**src/rtl/poly_area.sv**
```systemverilog
// poly_area -- streaming shoelace accumulator for one polygon of N_PTS vertices.
//
// Vertices arrive one per accepted cycle in polygon order. The block sums
// x_i*y_(i+1) - x_(i+1)*y_i over the set, closes the ring with the
// last->first term, then reports the magnitude and orientation of the sum.
//
// Handshake: a vertex is taken on a rising edge when in_valid && in_ready.
// in_ready depends only on the registered state (high in IDLE and ACC); a
// vertex offered while in_ready is low is dropped, never stalled. out_valid
// is a single-cycle pulse and area/ccw hold their value until the next pulse.
//
// Configuration macro: POLY_AREA_HALF_EN
//   defined   : area = |S| >> 1 (true polygon area, floored)
//   undefined : area = |S|      (doubled area, exact)
//
// Parameters:
//   N_PTS        vertices per polygon, 3..15
// Ports:
//   clk          clock, rising edge
//   reset        synchronous, active-high
//   in_valid     qualifies inX/inY
//   inX, inY     unsigned 8-bit vertex coordinates
//   in_ready     vertex accepted this cycle when in_valid is high
//   area         20-bit unsigned magnitude result
//   ccw          1 when the signed sum is strictly positive
//   out_valid    one-cycle pulse qualifying area/ccw
//   o_dbg_state  current FSM state (IDLE=0, ACC=1, CLOSE=2, DONE=3)
module poly_area #(
  parameter int N_PTS = 6
) (
  input  logic        clk,
  input  logic        reset,
  input  logic        in_valid,
  input  logic [7:0]  inX,
  input  logic [7:0]  inY,
  output logic        in_ready,
  output logic [19:0] area,
  output logic        ccw,
  output logic        out_valid,
  output logic [1:0]  o_dbg_state
);

  typedef enum logic [1:0] {
    IDLE  = 2'd0,
    ACC   = 2'd1,
    CLOSE = 2'd2,
    DONE  = 2'd3
  } state_t;

  state_t             r_state;
  logic [3:0]         r_count;
  logic signed [20:0] r_acc;
  logic [7:0]         r_first_x;
  logic [7:0]         r_first_y;
  logic [7:0]         r_prev_x;
  logic [7:0]         r_prev_y;
  logic [19:0]        r_area;
  logic               r_ccw;
  logic               r_out_valid;

  // One shared term datapath: the "next" vertex is the incoming one while
  // accumulating and the stored first vertex when closing the ring.
  logic [7:0]         w_next_x;
  logic [7:0]         w_next_y;
  logic [15:0]        w_p1;
  logic [15:0]        w_p2;
  logic signed [20:0] w_term;
  logic [19:0]        w_abs;
  logic [19:0]        w_area;
  logic               w_ccw;

  always_comb begin
    w_next_x = (r_state == CLOSE) ? r_first_x : inX;
    w_next_y = (r_state == CLOSE) ? r_first_y : inY;
    w_p1     = 16'(r_prev_x) * 16'(w_next_y);
    w_p2     = 16'(w_next_x) * 16'(r_prev_y);
    // Products are unsigned; zero-extend before the signed subtraction.
    w_term   = $signed({5'd0, w_p1}) - $signed({5'd0, w_p2});
  end

  // |S| never exceeds 2^20 - 1 for N_PTS <= 15, so 20 bits hold it.
  always_comb begin
    w_abs = r_acc[20] ? 20'(-r_acc) : r_acc[19:0];
    w_ccw = ~r_acc[20] && (r_acc != 21'sd0);
`ifdef POLY_AREA_HALF_EN
    w_area = w_abs >> 1;
`else
    w_area = w_abs;
`endif
  end

  always_ff @(posedge clk) begin
    if (reset) begin
      r_state     <= IDLE;
      r_count     <= 4'd0;
      r_acc       <= 21'sd0;
      r_first_x   <= 8'd0;
      r_first_y   <= 8'd0;
      r_prev_x    <= 8'd0;
      r_prev_y    <= 8'd0;
      r_area      <= 20'd0;
      r_ccw       <= 1'b0;
      r_out_valid <= 1'b0;
    end else begin
      r_out_valid <= 1'b0;
      case (r_state)
        IDLE: begin
          if (in_valid) begin
            r_first_x <= inX;
            r_first_y <= inY;
            r_prev_x  <= inX;
            r_prev_y  <= inY;
            r_count   <= 4'd1;
            r_acc     <= 21'sd0;
            r_state   <= ACC;
          end
        end
        ACC: begin
          if (in_valid) begin
            r_acc    <= r_acc + w_term;
            r_prev_x <= inX;
            r_prev_y <= inY;
            r_count  <= r_count + 4'd1;
            // r_count still holds the pre-increment value here.
            if (r_count == 4'(N_PTS - 1)) begin
              r_state <= CLOSE;
            end
          end
        end
        CLOSE: begin
          r_acc   <= r_acc + w_term;
          r_state <= DONE;
        end
        DONE: begin
          r_area      <= w_area;
          r_ccw       <= w_ccw;
          r_out_valid <= 1'b1;
          r_count     <= 4'd0;
          r_state     <= IDLE;
        end
        default: r_state <= IDLE;
      endcase
    end
  end

  assign in_ready    = (r_state == IDLE) || (r_state == ACC);
  assign area        = r_area;
  assign ccw         = r_ccw;
  assign out_valid   = r_out_valid;
  assign o_dbg_state = r_state;

endmodule

```
**config.mk**
```make
export PLATFORM = sky130hd
export DESIGN_NAME = poly_area
export DESIGN_NICKNAME = d
export VERILOG_FILES = /design/src/rtl/poly_area.sv
export SDC_FILE = /design/constraint.sdc
export NUM_CORES = 1
export LEC_CHECK = 0
export CAP_MARGIN = 20
export CORE_AREA = 2 2 161 100
export CTS_CLUSTER_SIZE = 40
export DETAILED_ROUTE_END_ITERATION = 7
export DIE_AREA = 0 0 163 102
export PLACE_DENSITY = 0.88
export SETUP_SLACK_MARGIN = 0.5
export SYNTH_ARGS = -nofsm -noshare
export SYNTH_HDL_FRONTEND = slang
export SYNTH_SLANG_ARGS = --single-unit
```
**constraint.sdc**
```tcl
create_clock -name clk -period 22.8 [get_ports clk]
set_input_delay 6.84 -clock clk [delete_from_list [all_inputs] [get_ports clk]]
set_output_delay 6.84 -clock clk [all_outputs]
set_load 0.05 [all_outputs]
```
### Yosys cells after proc, flatten, opt, wreduce, memory -nomap -nowiden

Cells that the tools add are included.

| storage, ports and cells | value |
|---|---|
| input port bits | 19 |
| memory bits (writable) | 0 |
| register bits after elaboration | 81 |
| bits in latches | 0 |
| memories kept | 0 |
| ROM bits | 0 |

| operators by class | value |
|---|---|
| muxes and demuxes | 14 |
| shift operators | 0 |
| multiply operators | 2 |
| reduce and logical (&&, ||, !) cells | 12 |
| bitwise gates (word level) | 1 |
| divide/modulo/power cells | 0 |
| equal/unequal tests | 7 |
| add/subtract/negate cells | 4 |
| magnitude comparators | 0 |

Operators with widths:

| cell | count |
|---|---|
| 21-bit one-hot mux with 3 select lines | 1 |
| 21-bit 2-to-1 mux | 2 |
| 8-bit by 8-bit multiplier with 16-bit output | 2 |
| 21-bit by 17-bit adder with 21-bit output | 1 |
| 21-bit nonzero test | 1 |
| 20-bit 2-to-1 mux | 1 |
| 20-bit negation | 1 |
| 16-bit by 16-bit subtractor with 17-bit output | 1 |
| 8-bit 2-to-1 mux | 2 |
| 4-bit one-hot mux with 3 select lines | 1 |
| 3-bit AND reduction | 3 |
| 4-bit 2-to-1 mux | 2 |
| 2-bit one-hot mux with 4 select lines | 1 |
| 2-bit 2-to-1 mux | 3 |
| 2-bit != test, second input constant | 3 |
| 3-bit nonzero test | 2 |
| 4-bit by 1-bit adder with 4-bit output, second input constant | 1 |
| 2-bit == test, second input constant | 2 |
| 4-bit by 3-bit == test with 1-bit output, second input constant | 1 |
| 2-bit AND reduction | 2 |
| 2-bit by 1-bit == test with 1-bit output, second input constant | 1 |
| 2-bit zero test | 1 |
| 2-bit OR reduction | 1 |
| 1-bit logical AND | 1 |
| 3 further kinds | 3 |

### Longest topological paths before layout

| depth | value |
|---|---|
| depth after elaboration | 7 |
| depth in mapped cells | 33 |
| depth with buffers taken out | 31 |

### Least setup slack after synthesis

No wires, ideal clock.

| path | value |
|---|---|
| kind | input -> register |
| start | input port inX[4] |
| end | register r_acc[20] |
| arrival | 13.299 ns |
| cell stages on the path | 23 |
| data required time | 22.681 ns |
| path slack | 9.382 ns |
| setup time | 0.119 ns |
| cells stage by stage | mux2_2 > and2_1 > fa_1 > fa_1 > inv_1 > fa_1 > fa_1 > fa_1 > inv_1 > fa_1 > inv_1 > ha_1 > a21o_1 > a21o_1 > or3_1 > o211ai_1 > ha_1 > a21o_1 > a221o_1 > a21oi_1 > nand3_1 > a31oi_1 > o21bai_1 |

| on the way | value |
|---|---|
| longest elaborated chain between the ends | 6 |

RTL lines:

| item | RTL line | text |
|---|---|---|
| start, declared | 34 | `input logic [7:0] inX,` |
| 8-bit 2-to-1 mux (*) | 73 | `w_next_x = (r_state == CLOSE) ? r_first_x : inX;` |
| 8-bit by 8-bit multiplier with 16-bit output (*) | 76 | `w_p2 = 16'(w_next_x) * 16'(r_prev_y);` |
| 16-bit by 16-bit subtractor with 17-bit output (*) | 78 | `w_term = $signed({5'd0, w_p1}) - $signed({5'd0, w_p2});` |
| 21-bit by 17-bit adder with 21-bit output (*) | 120, 131 |  |
| 21-bit 2-to-1 mux | 119 | `if (in_valid) begin` |
| 21-bit one-hot mux with 3 select lines (*) | 106 | `case (r_state)` |
| end signal, assigned | 120 | `r_acc <= r_acc + w_term;` |
| end signal, assigned | 131 | `r_acc <= r_acc + w_term;` |
| end, declared | 52 | `logic signed [20:0] r_acc;` |

Mark *: on every way between the ends. The rest lies on a longest branch, timed or not. The select of a mux whose other input is x is not followed.
A chain may end at the register's enable or synchronous reset.

### Final worst setup path

| path | value |
|---|---|
| start | input port inX[7] |
| end | register r_acc[19] |

Same word-level chain as after synthesis.

==> impl_metrics.py <==
metrics = {
    "final_layout": {
        "drive_gt1_share_pct": 3.601,
        "syn_to_final_growth_pct": 9.723,
        "antennaDiodeCount": 0,
        "final_nets": 1293,
        "fin_util_pct": 64.86,
        "fin_area_um2": 9799,
    },
    "drt": {
        "drtAntennaViolNets": 0,
        "firstDrtPassIters": 6,
        "routedWlPerCell_um": 15.90,
        "via_count": 7386,
        "drc": 0,
        "vias_per_cell": 5.743,
        "drtIter0Drc": 617,
        "wl_mm": 20.45,
    },
    "yosys": {
        "ys_ff_latch": 81,
        "syn_inst": 1055,
        "synth_top_flop_cell": "dfxtp_1",
        "synth_nets": 1269,
        "synth-edff-count": 0,
        "synth.top_cell.area_share_pct": 22.42,
        "yosysSeqAreaShare_pct": 18.16,
        "ys_types": 51,
        "async_reset_ff_share_pct": 0,
        "avgSynthCellArea_um2": 8.465,
        "yosysMostFrequentCell": "inv_1",
        "syn_area_um2": 8931,
        "yosys_warnings": 0,
        "yosys.area.top_type": "fa_1",
        "synthTopCellsByArea": "fa_1, dfxtp_1, ha_1, inv_1, nand2_1",
        "yosys-top-cells-count": "inv_1, nand2_1, fa_1",
    },
    "timing": {
        "slew_viol_final": 0,
        "period_needed_ns": 14.56,
        "fin_ws_ns": 8.245,
        "rsz0062_at_grt": "no",
        "skew_ns": 0.008703,
        "slew_headroom_pct": 34.29,
        "fmax_mhz": 68.70,
        "post-route-period-util_pct": 63.84,
        "setup_violations": 0,
        "hold_viol": 0,
        "worstMarginPinSlew_ns": 0.9582,
        "finalSetupTns_ns": 0,
    },
    "clock_network": {
        "cts_hold_buffers": 0,
        "htreeDepth": 3,
        "clockBufferDepth": 2,
        "cts_tree": "built",
        "clock-sinks": 81,
        "cts.clk_slew.worst_paths_ns": 0.06,
        "cts_buffers": 9,
        "cts_root_buffer": "clkbuf_16",
        "ctsResizeCount": 0,
        "insertion_delay_ns": 0.35,
        "cts_setup_buffers": 0,
    },
    "setup_path": {
        "r2r_slack_ns": 13.80,
        "critical_path_required_ns": 23.04,
        "crit_path_start_kind": "input pin",
        "startpoint": "inX[7]",
        "path_class": "input pin to flip-flop",
        "reg2reg_from": "o_dbg_state[1]",
        "rr_worst_depth": 28,
        "arrival_ns": 14.79,
        "end_kind": "flip-flop",
        "endpoint": "r_acc[19]",
        "r2r-end": "r_acc[19]",
        "worstPathMaxFanout": 8,
    },
    "status": {
        "status": "completed",
    },
    "hold_path": {
        "hold_class": "flip-flop to flip-flop",
    },
    "place": {
        "post-place-ws_ns": 8.086,
        "io_buffers": 43,
        "place_congestion": 0.9376,
        "place_hpwl_mm": 16.03,
        "place_area_um2": 9513,
    },
    "floorplan": {
        "dieArea_um2": 16630,
        "core_area_um2": 15110,
        "initial_core_util_pct": 59.11,
        "fp.dieH_um": 102,
        "rows": 35,
        "die_x_um": 163,
        "ios": 44,
    },
    "grt": {
        "grt_pass1_vias": 7370,
        "grt_max_degree": 73,
        "gr-total-overflow": 0,
        "grt_pass1_wl_mm": 34.75,
        "gr-usage-all-layers_pct": 25.92,
        "antenna_found_initial": 0,
    },
    "flow_run": {
        "maxCapViolCount": 0,
    },
}
logic make-up (layout without fill, tap and decap cells):
logic type               after synthesis  in the layout  share of synthesized area, %
AND/OR/NAND/NOR                      323            323                         17.05
adder cells (fa/ha/maj)              195            195                         35.72
buffers and inverters                202            230                         8.490
multiplexers                          19             19                         2.298
flip-flops                            81             81                         18.16
XOR/XNOR                              46             46                         4.679
AO/OA/AOI/OAI                        189            189                         13.60
layout by cell type, fill, tap and decap left out, types with 7 or more instances in the layout:
cell type        count
nor2_1              45
clkdlybuf4s50_1     42
fa_1               100
o21ai_0             22
nand2b_1            12
nand2_1            160
xor2_1              26
nand3_1              9
and2_1              36
mux2_2              12
nor2b_1             30
a31oi_1              8
a21oi_1             72
mux2i_1              7
inv_1              168
ha_1                95
xnor2_1             19
clkbuf_16            9
a21o_1              19
a22o_1              10
dfxtp_1             81
a211oi_1            24
per-stage QoR:
step,hold slack [ns],cells
after floorplan,0.4329,1055
after global placement,0.4384,1271
after detailed placement,0.4480,1271
after CTS,0.4567,1286
after global routing,0.4833,1286
final,0.4560,1286
registers in the layout (all words and copies together) (netlist names):
name,flops
ccw,1
area,20
o_dbg_state,2
r_prev_y,8
out_valid,1
r_first_x,8
r_prev_x,8
r_count,4
r_first_y,8
r_acc,21
final cells by class:
| class | count | area [µm²] |
|---|---|---|
| well taps | 203 | 254.0 |
| repair buffers | 47 | 455.4 |
| fillers | 1194 | 5309 |
| multi-input cells | 772 | 6551 |
| clock buffers | 10 | 229.0 |
| clock inverters | 5 | 57.56 |
| inverters | 168 | 630.6 |
| flip-flops and latches | 81 | 1622 |
worst min-delay path by stage:
stage	slack [ns]	from	to	depth (start not counted)
after floorplan	0.43	r_first_x[0]	r_first_x[0]	2
after global placement	0.44	r_first_y[7]	r_first_y[7]	2
after detailed placement	0.45	r_first_x[5]	r_first_x[5]	2
after CTS	0.46	r_first_x[5]	r_first_x[5]	2
after global routing	0.48	r_first_x[0]	r_first_x[0]	2
final	0.46	r_first_x[2]	r_first_x[2]	2
worst max-delay path, stage by stage:
cell and delay (ns):
clkdlybuf4s50_1 0.48, mux2i_1 0.75, nor2b_1 0.16, fa_1 0.52, fa_1 0.52, inv_1 0.05
fa_1 0.47, fa_1 0.52, fa_1 0.55, inv_1 0.05, fa_1 0.53, inv_1 0.05
ha_1 0.35, a21o_1 0.23, a22oi_1 0.30, nand2_1 0.13, o21ai_0 0.17, nand2b_1 0.13
a31oi_1 0.22, xnor2_1 0.18, ha_1 0.31, nand2_1 0.10, nor2_1 0.06, a211oi_1 0.28
o31ai_1 0.21, a311oi_1 0.35, xnor2_1 0.10, a22o_1 0.19
metal layers:
layer | global-route usage (%) | share of wire, % | vias up
met4 | 6.059 | 1.4 | 0
met3 | 5.154 | 9.4 | 33
li1 | - | - | 3452
met5 | 0 | 0 | -
met2 | 40.61 | 44 | 312
met1 | 37.40 | 46 | 3589
Power is left out: the tool's default activity adds up to more than one toggle a clock period on the data nets, which glitch-free logic cannot reach.
